===== src/rtl/servo_pwm_decoder_pkg.sv =====
// servo_pkg: shared types and constants for the servo PWM decoder.
//   servo_state_e  per-channel frame FSM state
//   *_US constants frame validity window and timeout, in microseconds
//   high_to_pos()  maps a measured high time to an 8-bit position
package servo_pkg;

  typedef enum logic [1:0] {
    WAIT_RISE = 2'd0,
    HIGH      = 2'd1,
    LOW       = 2'd2
  } servo_state_e;

  // High-time quantities are 12 bits wide so the 2500 us upper bound is
  // representable; the counter itself saturates at 2047.
  localparam logic [11:0] MIN_HIGH_US   = 12'd500;
  localparam logic [11:0] MAX_HIGH_US   = 12'd2500;
  localparam logic [11:0] POS_BASE_US   = 12'd1000;
  localparam logic [11:0] HIGH_SAT_US   = 12'd2047;

  localparam logic [15:0] MIN_PERIOD_US = 16'd15000;
  localparam logic [15:0] MAX_PERIOD_US = 16'd25000;
  localparam logic [15:0] TIMEOUT_US    = 16'd25001;
  localparam logic [15:0] PERIOD_SAT_US = 16'd32767;

  // 0 below 1000 us, then 4 us per step, clamped at 255.
  function automatic logic [7:0] high_to_pos(input logic [11:0] high_us);
    logic [11:0] steps;
    logic [7:0]  result;
    steps  = '0;
    result = '0;
    if (high_us >= POS_BASE_US) begin
      steps = (high_us - POS_BASE_US) >> 2;
      if (steps > 12'd255) begin
        result = '1;
      end else begin
        result = steps[7:0];
      end
    end
    return result;
  endfunction

endpackage


===== src/rtl/servo_pwm_decoder_channel.sv =====
// servo_pwm_channel: decodes one asynchronous servo PWM input.
//   clk    system clock
//   rst_n  asynchronous active-low reset
//   tick   one-cycle 1 us strobe from the shared prescaler
//   pwm    raw asynchronous PWM input
//   pos    last valid decoded position (held across invalid frames)
//   upd    one-cycle strobe when pos is written
//   locked last closed frame was valid and no timeout since
module servo_pwm_channel
  import servo_pkg::*;
(
  input  logic       clk,
  input  logic       rst_n,
  input  logic       tick,
  input  logic       pwm,
  output logic [7:0] pos,
  output logic       upd,
  output logic       locked
);

  logic sync1, sync2, pwm_d;
  logic rise_q, fall_q;

  servo_state_e state, state_n;
  logic [11:0]  high_us, high_n, high_inc;
  logic [15:0]  period_us, period_n, period_inc;
  logic [7:0]   pos_n;
  logic         upd_n, locked_n;
  logic         timeout, frame_ok;

  // Two-flop synchronizer, then a delayed copy for edge detection. The edge
  // pulses are registered so a pwm edge reaches the FSM after a fixed three
  // cycles, giving upd a constant four-cycle latency.
  always_ff @(posedge clk or negedge rst_n) begin
    if (!rst_n) begin
      sync1  <= 1'b0;
      sync2  <= 1'b0;
      pwm_d  <= 1'b0;
      rise_q <= 1'b0;
      fall_q <= 1'b0;
    end else begin
      sync1  <= pwm;
      sync2  <= sync1;
      pwm_d  <= sync2;
      rise_q <= sync2 & ~pwm_d;
      fall_q <= ~sync2 & pwm_d;
    end
  end

  // Saturating increments, plus the frame checks. The period check uses the
  // value including the current tick so the measured period equals the
  // rising-edge spacing in microseconds.
  always_comb begin
    high_inc = high_us;
    if (tick && (high_us != HIGH_SAT_US)) begin
      high_inc = high_us + 12'd1;
    end
    period_inc = period_us;
    if (tick && (period_us != PERIOD_SAT_US)) begin
      period_inc = period_us + 16'd1;
    end
    timeout  = (period_inc >= TIMEOUT_US);
    frame_ok = (high_us >= MIN_HIGH_US) && (high_us <= MAX_HIGH_US) &&
               (period_inc >= MIN_PERIOD_US) && (period_inc <= MAX_PERIOD_US);
  end

  always_comb begin
    state_n  = state;
    high_n   = high_us;
    period_n = period_us;
    pos_n    = pos;
    upd_n    = 1'b0;
    locked_n = locked;
    case (state)
      WAIT_RISE: begin
        if (rise_q) begin
          state_n  = HIGH;
          high_n   = '0;
          period_n = '0;
        end
      end
      HIGH: begin
        high_n   = high_inc;
        period_n = period_inc;
        if (timeout) begin
          state_n  = WAIT_RISE;
          locked_n = 1'b0;
        end else if (fall_q) begin
          state_n = LOW;
        end
      end
      LOW: begin
        period_n = period_inc;
        // A timeout swallows a coincident rising edge.
        if (timeout) begin
          state_n  = WAIT_RISE;
          locked_n = 1'b0;
        end else if (rise_q) begin
          if (frame_ok) begin
            pos_n    = high_to_pos(high_us);
            upd_n    = 1'b1;
            locked_n = 1'b1;
          end else begin
            locked_n = 1'b0;
          end
          state_n  = HIGH;
          high_n   = '0;
          period_n = '0;
        end
      end
      default: state_n = WAIT_RISE;
    endcase
  end

  always_ff @(posedge clk or negedge rst_n) begin
    if (!rst_n) begin
      state     <= WAIT_RISE;
      high_us   <= '0;
      period_us <= '0;
      pos       <= '0;
      upd       <= 1'b0;
      locked    <= 1'b0;
    end else begin
      state     <= state_n;
      high_us   <= high_n;
      period_us <= period_n;
      pos       <= pos_n;
      upd       <= upd_n;
      locked    <= locked_n;
    end
  end

endmodule


===== src/rtl/servo_pwm_decoder.sv =====
// servo_pwm_decoder: NUM_CH independent servo PWM decoders sharing a 1 us tick.
//   CLOCK_50  system clock (CLK_HZ)
//   KEY0      asynchronous active-low reset
//   pwm_in    asynchronous servo inputs, bit i = channel i
//   pos       decoded positions, channel i at [8i+7:8i]
//   upd       one-cycle strobe per channel when its pos is written
//   locked    per-channel valid-frame indication
module servo_pwm_decoder #(
  parameter int CLK_HZ = 50_000_000,
  parameter int NUM_CH = 5
) (
  input  logic                  CLOCK_50,
  input  logic                  KEY0,
  input  logic [NUM_CH-1:0]     pwm_in,
  output logic [8*NUM_CH-1:0]   pos,
  output logic [NUM_CH-1:0]     upd,
  output logic [NUM_CH-1:0]     locked
);

  // A 1 MHz clock degenerates to a tick on every cycle.
  localparam int TICK_DIV = (CLK_HZ / 1_000_000 > 1) ? (CLK_HZ / 1_000_000) : 1;
  localparam int PRESC_W  = (TICK_DIV > 1) ? $clog2(TICK_DIV) : 1;
  localparam logic [PRESC_W-1:0] PRESC_LAST = PRESC_W'(TICK_DIV - 1);

  logic [PRESC_W-1:0] presc;
  logic               tick;

  assign tick = (presc == PRESC_LAST);

  always_ff @(posedge CLOCK_50 or negedge KEY0) begin
    if (!KEY0) begin
      presc <= '0;
    end else if (tick) begin
      presc <= '0;
    end else begin
      presc <= presc + PRESC_W'(1);
    end
  end

  for (genvar i = 0; i < NUM_CH; i++) begin : g_ch
    servo_pwm_channel u_ch (
      .clk    (CLOCK_50),
      .rst_n  (KEY0),
      .tick   (tick),
      .pwm    (pwm_in[i]),
      .pos    (pos[8*i +: 8]),
      .upd    (upd[i]),
      .locked (locked[i])
    );
  end

endmodule


===== config.mk =====
export PLATFORM = sky130hd
export DESIGN_NAME = servo_pwm_decoder
export DESIGN_NICKNAME = d
export VERILOG_FILES = /design/src/rtl/servo_pwm_decoder_pkg.sv /design/src/rtl/servo_pwm_decoder_channel.sv /design/src/rtl/servo_pwm_decoder.sv
export SDC_FILE = /design/constraint.sdc
export NUM_CORES = 1
export LEC_CHECK = 0
export ABC_CLOCK_PERIOD_IN_PS = 4000
export CAP_MARGIN = 15
export CORE_ASPECT_RATIO = 1.1
export CORE_MARGIN = 8
export CORE_UTILIZATION = 52
export CTS_CLUSTER_DIAMETER = 60
export DETAILED_ROUTE_END_ITERATION = 8
export PLACE_DENSITY = 0.78
export RECOVER_POWER = 100
export SYNTH_ARGS = -nofsm -noshare
export SYNTH_HDL_FRONTEND = slang
export SYNTH_SLANG_ARGS = --single-unit

===== constraint.sdc =====
create_clock -name CLOCK_50 -period 4 [get_ports CLOCK_50]
set_clock_uncertainty 0.1 [all_clocks]
set_input_delay 0.8 -clock CLOCK_50 [delete_from_list [all_inputs] [get_ports CLOCK_50]]
set_output_delay 0.8 -clock CLOCK_50 [all_outputs]
set_load 0.01 [all_outputs]

# ---- After elaboration in Yosys (flattened, before gate mapping)
# Cells that the tools add are included.
# W data, S select, Z words.
dict set report totals {
  ff_bits 231
  word_cells 364
  output_inout_bits 50
}
dict set report classes {
  n_addsub 16
  eq_ne 51
  n_bitwise 25
  reduce_logical 60
  n_lt_le_gt_ge 35
  n_mux 121
}
# op n
set op_table {}
lappend op_table {{$mux W16} 20}
lappend op_table {{$pmux W16 S3} 5}
lappend op_table {{$mux W12} 15}
lappend op_table {{$pmux W12 S3} 5}
lappend op_table {{$add A16 B1 Y16 const B} 5}
lappend op_table {{$ge A16 B14 Y1 const B} 5}
lappend op_table {{$ge A16 B15 Y1 const B} 5}
lappend op_table {{$le A16 B15 Y1 const B} 5}
lappend op_table {{$mux W8} 10}
lappend op_table {{$ne A16 B15 Y1 const B} 5}
lappend op_table {{$add A12 B1 Y12 const B} 5}
lappend op_table {{$ge A12 B10 Y1 const B} 5}
lappend op_table {{$ge A12 B9 Y1 const B} 5}
lappend op_table {{$le A12 B12 Y1 const B} 5}
lappend op_table {{$ne A12 B11 Y1 const B} 5}
lappend op_table {{$sub A12 B10 Y12 const B} 5}
lappend op_table {{$gt A10 B8 Y1 const B} 5}
lappend op_table {{$mux W2} 20}
lappend op_table {{$mux W1} 35}
lappend op_table {{$ne A2 B1 Y1 const B} 15}
lappend op_table {{$ne A3 B1 Y1 const B} 10}
lappend op_table {{$pmux W2 S3} 5}
lappend op_table {{$reduce_and A3 Y1} 10}
lappend op_table {{$logic_and A1 B1 Y1} 25}
lappend op_table {{other kinds (14)} 73}

# ---- Logic depth before layout (Yosys ltp)
dict set report logic_depth {
  word_depth 10
  ltp_mapped 15
}

# ---- Cells and area by module
# From an unflattened synthesis, not the netlist that was laid out.
dict set report hier_totals {
  hier_cells 1956
  area_unflattened_um2 16826.1
}
# mod area_each_um2 cells_per_inst instances seq_area_each_um2
set modules_own_cells {}
lappend modules_own_cells {{servo_pwm_channel at g_ch[0].u_ch ...} 3333.2 392 4 1126.1}
lappend modules_own_cells {{servo_pwm_channel at g_ch[4].u_ch} 3208.1 362 1 1126.1}
lappend modules_own_cells {servo_pwm_decoder 285.3 26 1 150.1}

# ---- Worst setup path before layout
# No wires, ideal clock.
dict set report synth_timing {
  kind {register -> register}
  startpoint {reg presc[1]}
  endpoint {reg g_ch[2].u_ch.pos[0]}
  path_stages_with_launch 14
  path_slack_ns 0.660
  setup_ns 0.125
  t_arrival_ns 3.115
  cell_sequence {dfrtp_1 inv_1 ha_1 and3b_1 buf_4 nand3_2 a211o_1 mux2_2 o311ai_1 o2111ai_2 nand3_2 or4_1 buf_6 mux2_4}
}
dict set report synth_between {
  elab_chain_len 7
  elab_cells_between_ends 10
}
# element line
set synth_lines {}
lappend synth_lines {{start, declared} servo_pwm_decoder.sv:25} ;# logic [PRESC_W-1:0] presc;
lappend synth_lines {{start signal, assigned} servo_pwm_decoder.sv:36} ;# presc <= presc + PRESC_W'(1);
lappend synth_lines {{$eq A6 B6 Y1 *} servo_pwm_decoder.sv:28} ;# assign tick = (presc == PRESC_LAST);
lappend synth_lines {{$logic_and A1 B1 Y1 *} servo_pwm_decoder_channel.sv:59} ;# if (tick && (period_us != PERIOD_SAT_US)) begin
lappend synth_lines {{$mux W16 *} servo_pwm_decoder_channel.sv:59}
lappend synth_lines {{$ge A16 B14 Y1} servo_pwm_decoder_channel.sv:64} ;# (period_inc >= MIN_PERIOD_US) && (period_inc <= MAX_PERIOD_US);
lappend synth_lines {{$logic_and A1 B1 Y1} servo_pwm_decoder_channel.sv:63} ;# frame_ok = (high_us >= MIN_HIGH_US) && (high_us <= MAX_HIGH_US) &&
lappend synth_lines {{$logic_and A1 B1 Y1} servo_pwm_decoder_channel.sv:64}
lappend synth_lines {{$reduce_and A4 Y1 (no source line) *} --}
lappend synth_lines {{end signal, assigned} servo_pwm_decoder_channel.sv:127} ;# pos <= pos_n;
lappend synth_lines {{end, declared} servo_pwm_decoder_channel.sv:16} ;# output logic [7:0] pos,
# Mark *: on every way between the ends. The rest lies on a longest branch, timed or not.
# A chain may end at the register's enable or synchronous reset.

# ---- Final worst setup path
dict set report layout_timing {
  startpoint {reg g_ch[2].u_ch.period_us[0]}
  endpoint {reg g_ch[2].u_ch.pos[7]}
}
dict set report layout_between {
  elab_chain_len 7
  elab_cells_between_ends 11
}
# element line
set layout_lines {}
lappend layout_lines {{start, declared} servo_pwm_decoder_channel.sv:26} ;# logic [15:0] period_us, period_n, period_inc;
lappend layout_lines {{start signal, assigned} servo_pwm_decoder_channel.sv:126} ;# period_us <= period_n;
lappend layout_lines {{branches (longest 2 deep; another with $add A16 B1 Y16)} --}
lappend layout_lines {{$mux W16 *} servo_pwm_decoder_channel.sv:59}
lappend layout_lines {{$ge A16 B14 Y1} servo_pwm_decoder_channel.sv:64}
lappend layout_lines {{$logic_and A1 B1 Y1} servo_pwm_decoder_channel.sv:63}
lappend layout_lines {{$logic_and A1 B1 Y1} servo_pwm_decoder_channel.sv:64}
lappend layout_lines {{$reduce_and A4 Y1 (no source line) *} --}
# Every way passes the cells marked *.

==> reports/results.md <==
* **ANT nets after route** 0
* **final RePlAce weighted congestion** 0.9712
* **Setup-failing EPs final** 0
* **worst-path fanout max** 13
* **cell depth of the worst hold path** 0
* **portion of the post-synthesis area used by sequential elements** 0.3454
* **detailed placement HPWL** 28.08 mm
* **CTS max path bufs** 3
* **Nets** 2016
* **Max-cap violations** 1
* **1st-pass router iterations** 6
* **Fin Setup TNS** 0 ps
* **PD cells** 395.4 nW/um^2
* **Post-synth ARST share** 1.000
* **outcome** complete, but fails checks
* **highest attainable clock frequency** 261.0 MHz
* **Setup CP Type** reg -> reg
* **synthesized netlist net count** 2017
* **final core area utilization** 0.5785
* **pin count of the biggest net entering global routing** 85
* **hold path startpoint** g_ch[2].u_ch.sync1
* **DR WL/cell** 16.67 um
* **width of the die** 187.0 um
* **worst slew margin relative to its limit** -0.4406
* **Final Slew Violations** 85
* **minimum clock period** 3832 ps
* **CTS root buffer** clkbuf_16
* **register bit total from synthesis** 231
* **commonest non-fill, non-tap cell in the layout** dfrtp_1
* **number of warnings reported in the yosys synthesis log** 0
* **cell types occupying the most area after synthesis** dfrtp_1 (35%), nand2_1 (4.5%), a21oi_1 (3.8%), nand3_1 (3.8%), ha_1 (3.5%)
* **global route total overflow** 0
* **Distinct cells, synth** 107
* **Worst R2R Setup Slack** 170 ps
* **Worst Hold Endpoint** g_ch[2].u_ch.sync2
* **area enclosed by the die boundary** 38180 um^2
* **final standard cell count with taps included and fillers excluded** 2409
* **hold-fix buffers at CTS** 0
* **worst endpoint data arrival time** 4170 ps
* **capture instance of the worst register-to-register path** g_ch[2].u_ch.pos[7]
* **number of buffers created by CTS** 30
* **number of flops mapped to enable cells by yosys** 0
* **H-tree level count** 1
* **Starting Density** 0.5224
* **post-route clock period utilization** 0.9580
* **Final Hold Viols** 0
* **Vias per Instance** 6.331
* **static power due to leakage** 7.666 nW
* **initial antenna violation count** 0
* **Die Ht** 204.1 um
* **smallest setup slack after layout** 168.1 ps
* **post-route cell area** 18530 um^2
* **post-place instance area** 17600 um^2
* **data required time at the worst endpoint** 4340 ps
* **Cells after DPL** 2352
* **total wire length** 40.16 mm
* **share of final-layout standard cells stronger than drive strength 1** 0.09531
* **cell area after synthesis** 16730 um^2
* **crit path capture type** flip-flop
* **global-route wire length before repair** 69.44 mm
* **global routing usage summed across all routing layers** 0.2067
* **# rows** 69
* **detailed-route via count** 15250
* **failing checks** capacitance limit, slew limit
* **sinks on the clock net** 231
* **predominant post-synthesis flop cell** dfrtp_1
* **Worst-path clk slew** 60 ps
* **worst flop-to-flop path startpoint** g_ch[2].u_ch.period_us[0]
* **pin slew with the least headroom to its limit** 2161 ps
* **mean instance size in the synthesized netlist** 8.524 um^2
* **input/output buffers** 56
* **worst min-delay path class** reg -> reg
* **layout-stage area growth over the synthesis result** 10.72%
* **unrepaired setup endpoints after global routing** no
* **clock latency at the later pin of the worst-skew pair** 580 ps
* **share of the synthesized area in the top cell type** 0.3454
* **synthesized instance count** 1963
* **kind of start point of the critical path** flip-flop
* **number of global-route vias before repair** 14420
* **I/O pin total** 57
* **reg2reg path depth** 11
* **core region area** 32030 um^2
* **DRC Markers** 0
* **post-synthesis cell type with the largest combined area** dfrtp_1
* **highest-count cells in the layout ignoring fill and taps** dfrtp_1 (231), nand2_1 (199), a21oi_1 (128), nand3_1 (128), o21ai_0 (120)
* **initial detailed-routing violation count** 1300
* **maximum vdd drop** 0.2905 mV
* **clock tree from TritonCTS** done
* **worst slack at placement** 196.9 ps
* **number of antenna repair diodes** 0
power by group:
group | leakage, nW | internal (mW) | switching, mW
sequential | 3.15 | 2.44 | 0.110
clock | 0.499 | 1.68 | 1.09
combinational | 4.01 | 0.627 | 1.38
worst max-delay path, cell delays in order, from the launching register on:
cell and delay [ps]:
dfrtp_1 490, ha_1 220, nand4_1 220, nor4_4 570, or2_1 410, nand2_1 110, o22ai_1 180, a32o_1 220
a21oi_1 90, or4_1 520, clkbuf_4 230, mux2_1 330
synthesized netlist by cell type (10+ instances only):
cell,n
dfrtp_1,231
nand2_1,199
a21oi_1,128
nand3_1,128
o21ai_0,113
nor2_1,106
inv_1,94
clkbuf_1,83
a31oi_1,48
ha_1,47
o211ai_1,43
nand4_1,39
nor3_1,38
xnor2_1,34
buf_2,30
and3_1,28
or3_1,25
or4_1,25
buf_4,24
xor2_1,22
mux2i_1,20
mux2_1,19
nand2b_1,19
nor2b_1,19
nor4_1,19
and2_1,16
mux2_4,16
o221ai_1,16
o31ai_1,16
a211oi_1,14
a22o_1,13
nand3b_1,13
nor3b_1,12
a21o_1,11
o21ai_1,11
and4_1,10
mux2_2,10
o22ai_1,10
worst max path at each step:
stage / from / to / slack, ps / cells after the start
finish: g_ch[2].u_ch.period_us[0] / g_ch[2].u_ch.pos[7] / 170 / 11
global placement: presc[1] / g_ch[4].u_ch.pos[3] / 340 / 12
global route: g_ch[2].u_ch.period_us[0] / g_ch[2].u_ch.pos[7] / 5 / 11
detailed placement: presc[1] / g_ch[4].u_ch.high_us[7] / 200 / 12
floorplan: presc[1] / g_ch[2].u_ch.pos[0] / 660 / 13
CTS: presc[1] / g_ch[4].u_ch.high_us[5] / 190 / 12
through the flow:
| stage | power (mW) | hold WS, ps |
|---|---|---|
| after global placement | 4.500 | 235.2 |
| after CTS | 7.386 | 138.8 |
| after global routing | 7.727 | 255.4 |
| after detailed placement | 4.573 | 237.3 |
| final | 7.325 | 247.7 |
| after floorplan | 4.015 | 231.2 |
timing repair:
action | CTS | global route
buffers inserted | 0 | 2
resized for setup | 0 | 4
setup endpoints to repair | 0 | 30
state kept, by name, indices dropped and copies added, names as in the netlist:
register             flops
presc                    6
g_ch.u_ch.pwm_d          5
g_ch.u_ch.state         10
g_ch.u_ch.sync2          5
g_ch.u_ch.high_us       60
g_ch.u_ch.period_us     80
g_ch.u_ch.rise_q         5
g_ch.u_ch.sync1          5
g_ch.u_ch.pos           40
g_ch.u_ch.locked         5
g_ch.u_ch.upd            5
g_ch.u_ch.fall_q         5
layout make-up:
type                    instances  area [um^2]
clock buffers                  35        789.5
clock inverters                18        227.7
fillers                      2806        13500
inverters                      95        356.6
multi-input cells            1488         9843
flip-flops and latches        231         5781
well taps                     426        533.0
repair buffers                116        997.2
kinds of logic (layout without fill, tap and decap cells):
logic type,count (synthesis),after routing,synth area share
simple gates,765,765,0.2536
compound gates,553,553,0.2243
buf+inv,244,264,0.06445
flops,231,231,0.3454
mux,65,65,0.04584
xor+xnor,58,58,0.03126
fa+ha+maj,47,47,0.03514
per-layer routing:
layer | track usage | share of wire
met5 | 0 | 0
met4 | 0.07435 | 0.025
met3 | 0.02765 | 0.046
met1 | 0.2693 | 0.45
met2 | 0.3494 | 0.48
Note: power is estimated with default switching activity, not from simulation.
